**config.mk**
```make
export PLATFORM = sky130hd
export DESIGN_NAME = mult_accum_pipe
export DESIGN_NICKNAME = d
export VERILOG_FILES = /design/src/rtl/mult_accum_pipe.sv
export SDC_FILE = /design/constraint.sdc
export NUM_CORES = 1
export LEC_CHECK = 0
export BUFFER_PORTS_ARGS = -buffer_cell sky130_fd_sc_hd__buf_2
export CAP_MARGIN = 20
export CORE_ASPECT_RATIO = 0.75
export CORE_MARGIN = 1
export CORE_UTILIZATION = 23
export CTS_BUF_LIST = sky130_fd_sc_hd__clkbuf_8
export DETAILED_ROUTE_END_ITERATION = 16
export PLACE_DENSITY_LB_ADDON = 0.12
export SLEW_MARGIN = 30
export SYNTH_ARGS = -nofsm -noshare
export SYNTH_HDL_FRONTEND = slang
export SYNTH_SLANG_ARGS = --single-unit
export TNS_END_PERCENT = 10
```
**constraint.sdc**
```tcl
create_clock -name clk -period 2.8 [get_ports clk]
set_input_delay 0.28 -clock clk [delete_from_list [all_inputs] [get_ports clk]]
set_output_delay 0.28 -clock clk [all_outputs]
set_load 0.02 [all_outputs]
```
**src/rtl/mult_accum_pipe.sv**
```systemverilog
// mult_accum_pipe: two-stage multiply-accumulate that sums BLOCK_LEN products per
// result, with valid/ready handshakes on both sides and a sticky overflow flag.
module mult_accum_pipe #(
  parameter int A_WIDTH   = 8,
  parameter int B_WIDTH   = 8,
  parameter int ACC_WIDTH = 24,
  parameter int SIGNED    = 0,
  parameter int BLOCK_LEN = 4
) (
  input  logic                 clk,
  input  logic                 rst,
  input  logic                 in_valid,
  output logic                 in_ready,
  input  logic [A_WIDTH-1:0]   a,
  input  logic [B_WIDTH-1:0]   b,
  input  logic                 clr,
  output logic                 out_valid,
  input  logic                 out_ready,
  output logic [ACC_WIDTH-1:0] out_acc,
  output logic                 out_ovf
);

  localparam int P_WIDTH   = A_WIDTH + B_WIDTH;
  localparam int CNT_WIDTH = $clog2(BLOCK_LEN) + 1;
  localparam int MSB       = ACC_WIDTH - 1;
  localparam bit IS_SIGNED = (SIGNED != 0);
  localparam logic [CNT_WIDTH-1:0] LAST_CNT = CNT_WIDTH'(BLOCK_LEN - 1);

  logic                 stall;
  logic                 accept;
  logic                 advance;
  logic                 last;
  logic [P_WIDTH-1:0]   a_ext;
  logic [P_WIDTH-1:0]   b_ext;
  logic [P_WIDTH-1:0]   prod;
  logic [P_WIDTH-1:0]   p_reg;
  logic                 p_valid;
  logic [ACC_WIDTH-1:0] acc;
  logic [ACC_WIDTH-1:0] p_ext;
  logic [ACC_WIDTH-1:0] sum;
  logic                 carry;
  logic                 ovf;
  logic                 ovf_acc;
  logic [CNT_WIDTH-1:0] cnt;

  assign stall    = out_valid & ~out_ready;
  assign in_ready = ~stall;
  assign accept   = in_valid & in_ready & ~clr;
  assign advance  = p_valid & ~stall;
  assign last     = (cnt == LAST_CNT);

  // Widening both operands to the product width first keeps the truncated product exact in either mode.
  assign a_ext = {{B_WIDTH{IS_SIGNED & a[A_WIDTH-1]}}, a};
  assign b_ext = {{A_WIDTH{IS_SIGNED & b[B_WIDTH-1]}}, b};
  assign prod  = a_ext * b_ext;

  generate
    if (ACC_WIDTH > P_WIDTH) begin : g_ext
      assign p_ext = {{(ACC_WIDTH - P_WIDTH){IS_SIGNED & p_reg[P_WIDTH-1]}}, p_reg};
    end else begin : g_noext
      assign p_ext = p_reg;
    end
  endgenerate

  assign {carry, sum} = {1'b0, acc} + {1'b0, p_ext};
  assign ovf = IS_SIGNED ? ((acc[MSB] == p_ext[MSB]) && (sum[MSB] != acc[MSB])) : carry;

  always_ff @(posedge clk or posedge rst) begin
    if (rst) begin
      p_reg   <= '0;
      p_valid <= 1'b0;
    end else if (clr) begin
      p_valid <= 1'b0;
    end else if (accept) begin
      p_reg   <= prod;
      p_valid <= 1'b1;
    end else if (!stall) begin
      p_valid <= 1'b0;
    end
  end

  always_ff @(posedge clk or posedge rst) begin
    if (rst) begin
      acc     <= '0;
      ovf_acc <= 1'b0;
      cnt     <= '0;
    end else if (clr) begin
      acc     <= '0;
      ovf_acc <= 1'b0;
      cnt     <= '0;
    end else if (advance) begin
      if (last) begin
        acc     <= '0;
        ovf_acc <= 1'b0;
        cnt     <= '0;
      end else begin
        acc     <= sum;
        ovf_acc <= ovf_acc | ovf;
        cnt     <= cnt + CNT_WIDTH'(1);
      end
    end
  end

  // A completing product may reload the result on the same edge the old one is consumed.
  always_ff @(posedge clk or posedge rst) begin
    if (rst) begin
      out_valid <= 1'b0;
      out_acc   <= '0;
      out_ovf   <= 1'b0;
    end else if (advance && !clr && last) begin
      out_valid <= 1'b1;
      out_acc   <= sum;
      out_ovf   <= ovf_acc | ovf;
    end else if (out_ready) begin
      out_valid <= 1'b0;
    end
  end

endmodule

```
==> impl_metrics.py <==
metrics = {
    "clocking": {
        "cts_tree": "yes",
        "cts_inserted_buffers": 9,
        "cts_buffer_depth": 2,
        "htree_levels": 3,
        "clkTransAtPathRegs_ps": 80,
        "clk_latency_ps": 360,
        "cts_hold_buf": 0,
        "clkSinkCount": 71,
        "clockRootBuffer": "clkbuf_8",
    },
    "cells_and_area": {
        "fin_area_sq_um": 7240,
        "seq_area_sq_um": 1780,
        "final_cell_count_no_fill": 1087,
        "nNetsFinal": 855,
        "nFillCells": 2687,
        "multi_input_area_sq_um": 3920,
        "syn_to_final_growth_pct": 21.4,
        "n_antenna_cell": 0,
        "drive_gt1_share_pct": 20.7,
    },
    "synthesis": {
        "seq_area_frac_synth_pct": 29.8,
        "synth_area_per_cell_sq_um": 8.97,
        "ys_ff_latch": 71,
        "synth_most_common_cell": "nand2_1",
        "synth_largest_area_cell": "dfrtp_1",
        "synth_top_area_share_pct": 29.8,
        "synthArstFlopShare_pct": 100,
        "synth_cell_types": 56,
        "synth.top_cells.by_count": "nand2_1 (107), dfrtp_1 (71), inv_1 (68)",
        "yosys_most_used_dff": "dfrtp_1",
        "ys_warn_count": 0,
        "syn_nets": 776,
        "netlist_area_sq_um": 5960,
        "syn_inst": 665,
        "synth_area_leaders": "dfrtp_1 (30%), fa_1 (12%), ha_1 (11%)",
        "synth_edf_count": 0,
    },
    "setup_path": {
        "critPathMostFrequentCell": "fa_1",
        "worstPathMaxFanout": 7,
        "rrSetupSlack_ps": 220,
        "endpoint_kind": "register",
        "crit_end": "p_reg[15]",
        "slowest_stage": "fa_1",
        "critPathLaunchType": "primary input",
        "critical_path.startpoint": "a[3]",
        "reg2reg_depth": 9,
        "timing.rr.end": "out_acc[14]",
        "max_stage_delay_ps": 570,
        "r2r-start": "p_reg[0]",
        "path_cells": "buf_2 -> and2_4 -> fa_1 -> fa_1 -> fa_1 -> inv_1 -> fa_1 -> inv_1 -> ha_4 -> o21ai_2 -> a211oi_2 -> a2111oi_4 -> o21ai_1 -> o21ai_1 -> xnor2_1 -> o21ai_1",
        "worstPathRequired_ps": 3050,
        "worst_ep_arrival_time_ps": 3860,
        "worst-setup-path-type": "primary input to register",
    },
    "sta": {
        "relSlewSlack_pct": 60.5,
        "fin_crit_sh_pct": 129,
        "tightestPinTransition_ps": 593,
        "worst_slack_ps": -816,
        "rsz0062_at_grt": "yes",
        "holdWs_ps": 11.7,
        "setup_viol": 10,
        "slew_violations": 0,
        "clock_skew_ps": 14.8,
        "hold_viol": 0,
        "fmax_ghz": 0.277,
        "fin_crit_ps": 3620,
    },
    "flow_run": {
        "max-cap-violations": 0,
    },
    "power_and_ir_drop": {
        "total_leakage_power_nw": 3.53,
        "peakVddDrop_mv": 0.237,
        "total_power_mw": 4.84,
        "power.density_nw_per_um2": 668,
    },
    "floorplan": {
        "chipHeight_um": 141,
        "rows": 50,
        "initial_core_util_pct": 23.7,
        "pin_count": 48,
        "core_region_area_sq_um": 25200,
        "dieArea_sq_um": 26600,
        "dieWidth_um": 188,
    },
    "global_route": {
        "grt_max_degree": 37,
        "grt_pass1_vias": 5120,
        "grt_pass1_wl_um": 25500,
        "antenna_found_initial": 0,
        "globalRoute.totalOverflow": 0,
        "grt_usage_pct": 11.8,
    },
    "outcome": {
        "violations": "negative setup slack",
        "status": "complete, but fails checks",
    },
    "route": {
        "vias": 4743,
        "vias_per_cell": 4.36,
        "first_pass_iters": 4,
        "drc": 0,
        "drt_wl_total_um": 14500,
        "wire_per_inst_um": 13.4,
        "initialDrtViolationCount": 247,
        "drtAntennaViolNets": 0,
    },
    "place": {
        "dp_cells": 1071,
        "hpwl_um": 11700,
        "post_dp_cell_area_sq_um": 6930,
        "routabilityCongestion": 0.817,
        "port_buffers": 47,
    },
    "worst_hold_path": {
        "hp-class": "primary input to async pin",
    },
}
==> cell families (layout without fill, tap and decap cells) <==
logic type	count (synthesis)	in the layout	share of synthesized area, %
simple gates	231	231	18.7
buf+inv	97	181	6.82
xor+xnor	31	31	4.68
mux	7	7	1.28
flops	71	71	29.8
compound gates	138	138	15.2
fa+ha+maj	90	90	23.5
==> cell type report <==
class	count	area share, %
multi-input cells	497	54.1
flip-flops and latches	71	24.5
inverters	68	3.53
well taps	338	5.84
clock buffers	11	2.09
repair buffers	97	8.44
clock inverters	5	1.43
==> power by group <==
part / switching [mW] / internal [mW]
registers: 0.0960 / 1.16
clock network: 0.413 / 0.641
logic: 1.36 / 1.17
==> per-stage QoR <==
step	TNS (ps)	utilization [%]	worst slack [ps]
finish	-6160	28.7	-816
global route	-7930	28.7	-1010
CTS	-6270	28.6	-823
detailed placement	-11720	27.5	-1220
global placement	-11550	27.5	-1230
floorplan	-6730	-	-878
==> critical path, delay by kind of cell <==
family	cells	cell delay, ps
adders and majority gates	5	2330
xor gates and xnor gates	1	140
and+or+nand+nor	1	150
buffers and inverters	3	270
AOI/OAI and AO/OA	6	680
==> layer usage <==
metal	up-vias	GRT usage [%]	routed length [um]
met4	0	2.23	106
met5	-	0	0
met2	52	18.8	6330
met3	9	2.30	375
li1	2367	-	-
met1	2315	16.7	7700
==> how the worst min path moves through the flow <==
stage,startpoint,end,slack (ps),cells after the start
after floorplan,b[0],p_reg[0],420,2
after global placement,rst,out_acc[5],430,3
after detailed placement,rst,out_acc[5],430,3
after CTS,rst,out_acc[1],20,3
after global routing,rst,out_acc[5],60,3
final,rst,out_acc[5],10,3
==> placed cells by master, fill, tap and decap left out, types with 13 or more instances in the layout <==
cell type,count
a21oi_1,32
a22o_1,15
and2_1,45
buf_2,47
buf_4,50
dfrtp_1,71
fa_1,35
ha_1,47
inv_1,66
nand2_1,107
nand3_1,13
nor2_1,23
o21ai_0,26
o21ai_1,18
xnor2_1,15
xor2_1,14
==> repair_timing <==
item / CTS / global route
setup buffers: 0 / 0
pin swaps: 5 / 2
endpoints found under the setup margin: 11 / 11
resized for setup: 10 / 4
(Power assumes the default switching activity.)
